$ cat config.mk
export PLATFORM = sky130hd
export DESIGN_NAME = pmci_spi_csr_bridge
export DESIGN_NICKNAME = d
export VERILOG_FILES = /design/src/rtl/pmci_spi_csr_bridge.sv
export SDC_FILE = /design/constraint.sdc
export NUM_CORES = 1
export LEC_CHECK = 0
export ABC_AREA = 1
export CAP_MARGIN = 20
export CORE_ASPECT_RATIO = 0.75
export CORE_MARGIN = 8
export CORE_UTILIZATION = 50
export CTS_CLUSTER_SIZE = 10
export DETAILED_ROUTE_END_ITERATION = 10
export DONT_BUFFER_PORTS = 1
export GPL_TIMING_DRIVEN = 0
export PLACE_DENSITY_LB_ADDON = 0.25
export SLEW_MARGIN = 15
export SYNTH_ARGS = -nofsm -noshare
export SYNTH_HDL_FRONTEND = slang
export SYNTH_SLANG_ARGS = --single-unit
$ cat constraint.sdc
create_clock -name clk -period 4.8 [get_ports clk]
set_input_delay 0 -clock clk [delete_from_list [all_inputs] [get_ports clk]]
set_output_delay 0 -clock clk [all_outputs]
set_load 0.02 [all_outputs]
$ cat src/rtl/pmci_spi_csr_bridge.sv
// pmci_spi_csr_bridge: host CSR window (SPI_CSR/AR/RD_DR/WR_DR) turned into single
// Avalon-MM transactions toward the PMCI SPI master, with a per-transaction watchdog.
module pmci_spi_csr_bridge #(
    parameter int AVM_ADDR_W  = 16,
    parameter int TIMEOUT_CYC = 1024
) (
    input  logic                  clk,
    input  logic                  rst_n,
    input  logic                  csr_wr,
    input  logic                  csr_rd,
    input  logic [11:0]           csr_addr,
    input  logic [31:0]           csr_wdata,
    output logic [31:0]           csr_rdata,
    output logic                  csr_rvalid,
    output logic [AVM_ADDR_W-1:0] avm_address,
    output logic                  avm_write,
    output logic                  avm_read,
    output logic [31:0]           avm_writedata,
    input  logic [31:0]           avm_readdata,
    input  logic                  avm_readdatavalid,
    input  logic                  avm_waitrequest
);
    typedef enum logic [1:0] {IDLE, WR_REQ, RD_REQ, RD_WAIT} state_t;

    state_t      state;
    logic [31:0] rd_dr;
    logic [15:0] cnt;
    logic        err;
    logic        busy;
    logic        sel_csr, sel_ar, sel_rd, sel_wr;
    logic        expired;
    logic [31:0] rd_mux;

    assign busy    = state != IDLE;
    assign sel_csr = csr_addr == 12'h400;
    assign sel_ar  = csr_addr == 12'h404;
    assign sel_rd  = csr_addr == 12'h408;
    assign sel_wr  = csr_addr == 12'h40C;
    // >= so a read accepted on the last cycle still aborts if no data follows
    assign expired = cnt >= 16'(TIMEOUT_CYC - 1);

    always_comb begin
        rd_mux = sel_csr ? {28'd0, err, busy, 2'b00} :
                 sel_ar  ? 32'(avm_address) :
                 sel_rd  ? rd_dr :
                 sel_wr  ? avm_writedata : 32'd0;
    end

    always_ff @(posedge clk or negedge rst_n) begin
        if (!rst_n) begin
            state         <= IDLE;
            csr_rdata     <= '0;
            csr_rvalid    <= 1'b0;
            avm_address   <= '0;
            avm_write     <= 1'b0;
            avm_read      <= 1'b0;
            avm_writedata <= '0;
            rd_dr         <= '0;
            cnt           <= '0;
            err           <= 1'b0;
        end else begin
            csr_rvalid <= csr_rd;
            csr_rdata  <= csr_rd ? rd_mux : 32'd0;
            // W1C first so any later error set in this cycle wins
            if (csr_wr && sel_csr && csr_wdata[3])
                err <= 1'b0;
            if (!busy && csr_wr && sel_ar)
                avm_address <= csr_wdata[AVM_ADDR_W-1:0];
            if (!busy && csr_wr && sel_wr)
                avm_writedata <= csr_wdata;
            if (busy)
                cnt <= cnt + 16'd1;
            case (state)
                IDLE: begin
                    if (csr_wr && sel_csr) begin
                        if (csr_wdata[1:0] == 2'b11) begin
                            err <= 1'b1;
                        end else if (csr_wdata[0]) begin
                            state     <= WR_REQ;
                            avm_write <= 1'b1;
                            cnt       <= '0;
                        end else if (csr_wdata[1]) begin
                            state    <= RD_REQ;
                            avm_read <= 1'b1;
                            cnt      <= '0;
                        end
                    end
                end
                WR_REQ: begin
                    if (!avm_waitrequest) begin
                        avm_write <= 1'b0;
                        state     <= IDLE;
                    end else if (expired) begin
                        avm_write <= 1'b0;
                        err       <= 1'b1;
                        state     <= IDLE;
                    end
                end
                RD_REQ: begin
                    if (!avm_waitrequest) begin
                        avm_read <= 1'b0;
                        if (avm_readdatavalid) begin
                            rd_dr <= avm_readdata;
                            state <= IDLE;
                        end else begin
                            state <= RD_WAIT;
                        end
                    end else if (expired) begin
                        avm_read <= 1'b0;
                        err      <= 1'b1;
                        rd_dr    <= 32'hFFFF_FFFF;
                        state    <= IDLE;
                    end
                end
                RD_WAIT: begin
                    if (avm_readdatavalid) begin
                        rd_dr <= avm_readdata;
                        state <= IDLE;
                    end else if (expired) begin
                        err   <= 1'b1;
                        rd_dr <= 32'hFFFF_FFFF;
                        state <= IDLE;
                    end
                end
                default: state <= IDLE;
            endcase
        end
    end
endmodule

==> flow_summary.json, run 1 <==
{
  "outcome": "finished clean",
  "grt_max_degree": 135,
  "synth_cell_type_count": 34,
  "overflow": 0,
  "start_kind": "flip-flop",
  "dr.pass1.iters": 8,
  "worstSetupPathType": "reg2reg",
  "clkLatencyLatePin_ns": 0.41,
  "dpl.cell_count": 820,
  "dp_slack_ns": 2.52,
  "die_x_um": 141,
  "vias_per_cell": 5.68,
  "post-cts-setup-buffer-count": 0,
  "multi_input_comb_area_um2": 2050,
  "yosysSeqAreaShare": 0.571,
  "drt-total-wl_um": 18100,
  "power_frac_seq": 0.450,
  "p_per_area_nw_per_um2": 353,
  "post_drt_wl_per_cell_um": 19.4,
  "fin_util": 0.648,
  "tightestPinTransition_ns": 0.683,
  "synthTopCellsByArea": "dfrtp_1 57%, nand2_1 8.9%, inv_1 4.5%",
  "p_int_mw": 2.03,
  "syn_inst": 658,
  "final_cell_count_no_fill": 930,
  "path_max_fanout": 10,
  "cts-root-buf": "clkbuf_16",
  "pin_count": 165,
  "synth_top_cell_area_share": 0.571,
  "synth_area_um2": 5870,
  "route.detailed.drc": 0,
  "cp.required_ns": 5.14,
  "dieArea_um2": 15500,
  "skew_ns": 0.00652,
  "start_util": 0.509,
  "grt_pass1_wl_um": 28500,
  "vias": 5286,
  "final_antenna_net_count": 0,
  "min_path_type": "in2reg",
  "dpl.hpwl_um": 12300,
  "design_area_um2": 7470,
  "worstPathArrival_ns": 3.14,
  "crit_path_top_delay_cell": "dlygate4sd3_1",
  "endpoint_kind": "flip-flop",
  "p_sw_frac": 0.228,
  "tns_ns": 0,
  "diodes": 0,
  "max-cap-violations": 0,
  "clkPwrFrac": 0.490,
  "synth_edf_count": 0,
  "syn-num-nets": 745,
  "cts_tree": "done",
  "portBuffers": 0,
  "final.setup.worst_slack_ns": 2.00,
  "p_leak_nw": 3.58,
  "die_y_um": 110,
  "yosysTopAreaCell": "dfrtp_1",
  "antenna_found_initial": 0,
  "maxSlewViolCount": 0,
  "slowest_delay_ns": 0.56,
  "hold_ws_ns": 0.0199,
  "htreeDepth": 4,
  "gp_congestion": 0.841,
  "ir_drop_mv": 0.246,
  "num-nets-final": 842,
  "min_period_over_period": 0.583,
  "p_sw_mw": 0.601,
  "rsz0062_at_grt": "no",
  "rows": 34,
  "comb_power_share": 0.060,
  "setup_violations": 0,
  "finalCriticalPeriod_ns": 2.80,
  "drive_gt1_frac": 0.0924,
  "synth_area_per_cell_um2": 8.93,
  "cts-resized-gates": 0,
  "core_area_um2": 11500,
  "clockBufferDepth": 2,
  "place_area_um2": 6080,
  "clk_pin_slew_worst_paths_ns": 0.06,
  "hold_viol": 0,
  "total_power_mw": 2.63,
  "layout.area.seq_um2": 3350,
  "cts_hold_buf": 78,
  "synth_ff_type": "dfrtp_1",
  "clock-sinks": 134,
  "syn_to_final_growth_pct": 27.2,
  "timing.fmax_mhz": 357,
  "ys_ff_latch": 134,
  "track_usage": 0.237,
  "ys_warn_count": 0,
  "grt_pass1_vias": 5418,
  "synth_async_sr_flop_share": 1.00,
  "cts_buffers": 17,
  "crit_chain": "inv_1 > ha_1 > clkbuf_1 > o21ai_0 > nand3_1 > dlygate4sd3_1 > nand2_1 > nand2_1 > dlygate4sd3_1",
  "max-slew-margin-rel": 0.545,
  "drt_iter0_markers": 424,
  "nFillCells": 917
}
## cells in the final DEF, fill, tap and decap left out, drive strengths merged, types with 26 or more instances in the layout
master       count
nand3           45
o21ai           63
nor2            34
a21oi           26
nand4           34
o22ai           32
nand2          142
dfrtp          134
inv             78
clkbuf          34
dlygate4sd3     77
## layer usage
metal	vias to the layer above	routed length, um	GRT usage
met2	264	8330	0.372
met3	53	1680	0.0716
met4	0	573	0.108
met1	2557	7480	0.301
met5	-	0	0
li1	2412	-	-
## kinds of logic (layout without fill, tap and decap cells)
family | Yosys count | count (layout) | share of synthesized area
xor gates and xnor gates | 3 | 3 | 0.00447
AOI/OAI and AO/OA | 141 | 141 | 0.133
and+or+nand+nor | 261 | 261 | 0.202
adders and majority gates | 5 | 5 | 0.0107
buffers and inverters | 114 | 224 | 0.0793
DFF | 134 | 134 | 0.571
## registers in the layout (all words and copies together) (netlist names)
register,cells
state,2
csr_rdata,32
avm_read,1
avm_writedata,32
csr_rvalid,1
avm_address,16
cnt,16
err,1
rd_dr,32
avm_write,1
## power by group through the flow
stage          combinational [mW]  sequential, mW  clock (mW)
6_report                    0.158            1.19        1.29
5_1_grt                     0.176            1.19        1.36
4_1_cts                     0.158            1.18        1.31
3_5_place_dp               0.0791            1.20           0
3_3_place_gp               0.0748            1.20           0
2_1_floorplan              0.0614            1.20           0
## Yosys cell counts, types with 2 or more instances
library cell / n
buf_4: 3
nor3_1: 4
nand2_1: 139
nor2_2: 3
nand2_2: 3
inv_2: 7
ha_1: 5
inv_1: 71
buf_2: 15
nand3_2: 3
xor2_1: 2
nand4_1: 33
dfrtp_1: 134
o21ai_0: 14
nor2_1: 30
a31oi_1: 15
a21oi_1: 26
clkbuf_1: 14
o21ai_1: 49
nand3_1: 42
buf_1: 2
o22ai_1: 32
## cell type report
class / count / area share
sequential: 134 / 0.449
multi-input combinational: 410 / 0.275
timing repair buffer: 78 / 0.107
clock buffer: 20 / 0.0625
inverter: 79 / 0.0397
tap: 162 / 0.0271
buffer: 35 / 0.0226
clock inverter: 12 / 0.0171
## path summary, 6_finish.rpt
path	startpoint	to	slack [ns]	cells after the start
min in group asynchronous	rst_n	avm_address[8]	0.22	2
hold reg to reg	cnt[15]	cnt[15]	0.47	1
hold / removal	csr_wr	avm_writedata[16]	0.02	4
setup reg to reg	state[0]	avm_write	2.00	9
setup / recovery	state[0]	avm_write	2.00	9
max in group asynchronous	rst_n	csr_rdata[27]	4.10	2
## worst max-delay path, delay by kind of cell, from the launching register on
kind                       cells  cell delay, ns
AOI/OAI and AO/OA              1            0.22
adders and majority gates      1            0.26
buffers and inverters          4            1.64
and+or+nand+nor                3            0.21
DFF                            1            0.41
Power figures use the tool's default switching activity.
==> inputs of run 2 (changes only) <==
==> constraint.sdc (replaced) <==
create_clock -name clk -period 2.9 [get_ports clk]
set_input_delay 0 -clock clk [delete_from_list [all_inputs] [get_ports clk]]
set_output_delay 0 -clock clk [all_outputs]
set_load 0.02 [all_outputs]
==> run 2 against run 1 <==
- maximum frequency grew 2.8%
- clock skew is essentially flat
- first-iteration DRC count grew 6.8%
- die area is the same
- the run now ends with negative hold slack left
==> flow_summary.json, run 2 (synthesized netlist as in run 1, its figures left out) <==
{
  "p_leak_nw": 3.57,
  "rsz0062_at_grt": "no",
  "gp_congestion": 0.841,
  "diodes": 0,
  "cts_hold_buf": 76,
  "crit_buf_inv": 4,
  "worstPathArrival_ns": 3.02,
  "track_usage": 0.237,
  "final_common_cell": "nand2_1",
  "hold_viol": 134,
  "rows": 34,
  "cts_tree": "done",
  "dieArea_um2": 15500,
  "clockBufferDepth": 2,
  "p_per_area_nw_per_um2": 582,
  "die_y_um": 110,
  "syn_to_final_growth_pct": 26.5,
  "timing.fmax_mhz": 367,
  "top_regs": "avm_writedata (32), csr_rdata (32), rd_dr (32)",
  "failed_checks": "negative hold slack",
  "drt-total-wl_um": 18000,
  "vias": 5270,
  "start_kind": "flip-flop",
  "path_max_fanout": 9,
  "htreeDepth": 4,
  "route.detailed.drc": 0,
  "hold_ws_ns": -0.724,
  "final_cell_count_no_fill": 928,
  "endpoint_kind": "flip-flop",
  "finalCriticalPeriod_ns": 2.72,
  "dpl.hpwl_um": 12300,
  "final_antenna_net_count": 0,
  "drive_gt1_frac": 0.0927,
  "dr.pass1.iters": 5,
  "die_x_um": 141,
  "portBuffers": 0,
  "nFillCells": 920,
  "dp_slack_ns": 0.618,
  "slowest_delay_ns": 0.57,
  "worstSetupPathType": "reg2reg",
  "clk_pin_slew_worst_paths_ns": 0.06,
  "post-cts-setup-buffer-count": 0,
  "cp.required_ns": 3.19,
  "worst-path-stages": 10,
  "grt_pass1_wl_um": 28500,
  "setup_violations": 0,
  "grt_max_degree": 135,
  "overflow": 0,
  "cts-root-buf": "clkbuf_16",
  "total_power_mw": 4.33,
  "pin_count": 165,
  "r2r_cells": 10,
  "ir_drop_mv": 0.409,
  "post_drt_wl_per_cell_um": 19.4,
  "clkLatencyLatePin_ns": 0.42,
  "min_path_type": "in2async",
  "min_period_over_period": 0.939,
  "dpl.cell_count": 820,
  "start_util": 0.509,
  "grt_pass1_vias": 5442,
  "crit_chain": "inv_1 > ha_1 > inv_2 > nor2_1 > a21oi_1 > nand3_1 > dlygate4sd3_1 > nand2_1 > nand2_1 > dlygate4sd3_1",
  "crit_path_top_delay_cell": "dlygate4sd3_1",
  "outcome": "complete, but fails checks",
  "max-cap-violations": 0,
  "antenna_found_initial": 0,
  "max-slew-margin-rel": 0.536,
  "maxSlewViolCount": 0,
  "vias_per_cell": 5.68,
  "num-nets-final": 840,
  "tightestPinTransition_ns": 0.696,
  "core_area_um2": 11500,
  "fin_util": 0.645,
  "final_cell_mix": "139 x nand2_1, 134 x dfrtp_1, 76 x dlygate4sd3_1",
  "clock-sinks": 134,
  "cts_buffers": 17,
  "drt_iter0_markers": 453,
  "skew_ns": 0.00672,
  "final.setup.worst_slack_ns": 0.176,
  "tns_ns": 0,
  "cp_top_family": "buffers and inverters"
}
## run 2: cell types whose count changed in the layout (fill, tap and decap cells not counted)
cell           previous run  this run
dlygate4sd3_1            77        76
buf_16                    1         0
clkbuf_2                  0         1
clkbuf_1                 14        13
## run 2: report_power, final
part | total (mW) | internal (mW) | switching (mW)
sequential | 1.96 | 1.92 | 0.0415
combinational | 0.222 | 0.112 | 0.110
clock | 2.14 | 1.33 | 0.814
## run 2: timing repair
item / in CTS / in global routing
endpoints found under the hold margin: 227 / 134
endpoints found under the setup margin: 0 / 1
gates resized for setup: 0 / 2
## run 2: cell type report
class / instances / area [um2] / share of cell area
buffer: 35 / 170 / 0.0229
clock buffer: 20 / 467 / 0.0628
clock inverter: 12 / 128 / 0.0172
inverter: 79 / 297 / 0.0399
multi-input combinational: 410 / 2050 / 0.276
sequential: 134 / 3350 / 0.451
tap: 162 / 203 / 0.0273
timing repair buffer: 76 / 761 / 0.102
## run 2: worst paths after layout
| kind | start | to | slack [ns] |
|---|---|---|---|
| setup / recovery | state[0] | avm_write | 0.18 |
| hold / removal | rst_n | avm_address[8] | -0.72 |
| setup reg to reg | state[0] | avm_write | 0.18 |
| hold reg to reg | cnt[15] | cnt[15] | 0.47 |
| max in group asynchronous | rst_n | rd_dr[9] | 3.39 |
| min in group clk | csr_wr | avm_writedata[21] | 0.02 |
## run 2: stage by stage
stage | hold slack, ns | area (um2)
floorplan | -0.296 | 5870
global placement | -0.290 | 6080
detailed placement | -0.290 | 6080
CTS | -0.731 | 7430
global route | -0.743 | 7430
finish | -0.724 | 7430
## run 2: per-layer routing
layer  track usage  share of wire
met1         0.299           0.42
met2         0.372           0.47
met3        0.0738          0.087
met4         0.111          0.030
met5             0              0
## run 2: worst reg2reg max path, cell delays in order, from the launching register on
cell and delay (ns):
dfrtp_1 0.40, inv_1 0.10, ha_1 0.27, inv_2 0.17
nor2_1 0.09, a21oi_1 0.24, nand3_1 0.10, dlygate4sd3_1 0.57
nand2_1 0.06, nand2_1 0.05, dlygate4sd3_1 0.55
==> inputs of run 3 (changes only) <==
--- a/config.mk
+++ b/config.mk
@@ -15,6 +15,7 @@
 export DONT_BUFFER_PORTS = 1
 export GPL_TIMING_DRIVEN = 0
 export PLACE_DENSITY_LB_ADDON = 0.25
+export RECOVER_POWER = 100
 export SLEW_MARGIN = 15
 export SYNTH_ARGS = -nofsm -noshare
 export SYNTH_HDL_FRONTEND = slang
==> run 3 against run 2 <==
- the run still ends with negative hold slack left
- worst setup slack better by 0.0071 ns
- critical path depth stayed put
- register-to-register slack hardly changed
==> flow_summary.json, run 3 (synthesized netlist as in run 1, its figures left out) <==
{
  "outcome": "complete, but fails checks",
  "failed_checks": "negative hold slack",
  "multi_input_comb_area_um2": 2040,
  "num-nets-final": 840,
  "start_util": 0.509,
  "hold_ws_ns": -0.727,
  "portBuffers": 0,
  "slowest_delay_ns": 0.59,
  "grt_max_degree": 135,
  "layout.area.seq_um2": 3350,
  "dr.pass1.iters": 5,
  "min_period_over_period": 0.937,
  "r2r_setup_slack_ns": 0.18,
  "worstReg2RegStart": "state[0]",
  "cp_top_family": "buffers and inverters",
  "start_kind": "flip-flop",
  "hold_viol": 134,
  "final_cell_count_no_fill": 928,
  "core_area_um2": 11500,
  "htreeDepth": 4,
  "design_area_um2": 7400,
  "rsz0062_at_grt": "no",
  "final_cell_mix": "140 x nand2_1, 134 x dfrtp_1, 76 x dlygate4sd3_1",
  "cts-root-buf": "clkbuf_16",
  "pin_count": 165,
  "clockBufferDepth": 2,
  "antenna_found_initial": 0,
  "dieArea_um2": 15500,
  "p_leak_nw": 3.55,
  "route.detailed.drc": 0,
  "skew_ns": 0.0111,
  "final_antenna_net_count": 0,
  "total_power_mw": 4.32,
  "crit_buf_inv": 4,
  "finalCriticalPeriod_ns": 2.72,
  "die_y_um": 110,
  "diodes": 0,
  "worstSetupPathType": "reg2reg",
  "clk_pin_slew_worst_paths_ns": 0.06,
  "dpl.cell_count": 820,
  "crit_path_top_delay_cell": "dlygate4sd3_1",
  "worstPathArrival_ns": 3.01,
  "tightestPinTransition_ns": 0.877,
  "post_drt_wl_per_cell_um": 19.5,
  "maxSlewViolCount": 0,
  "die_x_um": 141,
  "max-slew-margin-rel": 0.410,
  "crit_chain": "inv_1 > ha_1 > inv_2 > nor2_1 > a21oi_1 > nand3_1 > dlygate4sd3_1 > nand2_1 > nand2_1 > dlygate4sd3_1",
  "clock-sinks": 134,
  "min_path_type": "in2async",
  "place_area_um2": 6080,
  "top_regs": "avm_writedata (32), csr_rdata (32), rd_dr (32)",
  "syn_to_final_growth_pct": 26.1,
  "worst-path-stages": 10,
  "drt_iter0_markers": 490,
  "cts_hold_buf": 76,
  "path_max_fanout": 9,
  "tns_ns": 0,
  "track_usage": 0.237,
  "overflow": 0,
  "vias": 5309,
  "cts_tree": "done",
  "clkLatencyLatePin_ns": 0.42,
  "r2r_end": "avm_write",
  "vias_per_cell": 5.72,
  "nFillCells": 929,
  "final_common_cell": "nand2_1",
  "cp.required_ns": 3.19,
  "max-cap-violations": 0,
  "endpoint_kind": "flip-flop",
  "dpl.hpwl_um": 12300,
  "r2r_cells": 10,
  "grt_pass1_vias": 5442,
  "p_per_area_nw_per_um2": 584,
  "ir_drop_mv": 0.411,
  "timing.fmax_mhz": 368,
  "cts_buffers": 17,
  "rows": 34,
  "drive_gt1_frac": 0.0731,
  "drt-total-wl_um": 18100,
  "grt_pass1_wl_um": 28500,
  "gp_congestion": 0.841,
  "setup_violations": 0
}
run 3: routing by layer:
metal | up-vias | track usage | part of all wire
li1 | 2399 | - | -
met1 | 2586 | 0.299 | 0.41
met2 | 276 | 0.372 | 0.46
met3 | 48 | 0.0738 | 0.093
met4 | 0 | 0.111 | 0.030
met5 | - | 0 | 0
run 3: repair_timing:
item                                    CTS  global route
endpoints found under the setup margin    0             1
endpoints found under the hold margin   227           134
resized for setup                         0             2
buffers inserted                          0             0
run 3: per-stage QoR:
step / util / setup slack (ns)
3_3_place_gp: 0.527 / 0.744
2_1_floorplan: - / 1.20
6_report: 0.642 / 0.183
3_5_place_dp: 0.527 / 0.618
4_1_cts: 0.645 / 0.196
5_1_grt: 0.642 / 0.0432
run 3: how the worst max path moves through the flow:
stage             start   endpoint  slack (ns)
2_1_floorplan  state[0]   rd_dr[0]        1.20
3_3_place_gp   state[0]  rd_dr[10]        0.74
3_5_place_dp   state[0]  rd_dr[12]        0.62
4_1_cts        state[0]  avm_write        0.20
5_1_grt        state[1]  avm_write        0.04
6_report       state[0]  avm_write        0.18
run 3: cell type report:
class / count / share of cell area
plain buffers: 35 / 0.0206
clock buffers: 20 / 0.0630
clock inverters: 12 / 0.0172
inverters: 79 / 0.0401
multi-input cells: 410 / 0.276
flip-flops and latches: 134 / 0.453
well taps: 162 / 0.0274
repair buffers: 76 / 0.103
run 3: where the power goes:
part	leakage, nW	switching, mW	total, mW	internal (mW)
registers	1.72	0.0414	1.96	1.92
logic	1.54	0.108	0.219	0.111
clock network	0.284	0.815	2.14	1.33
total	3.55	0.964	4.32	3.36
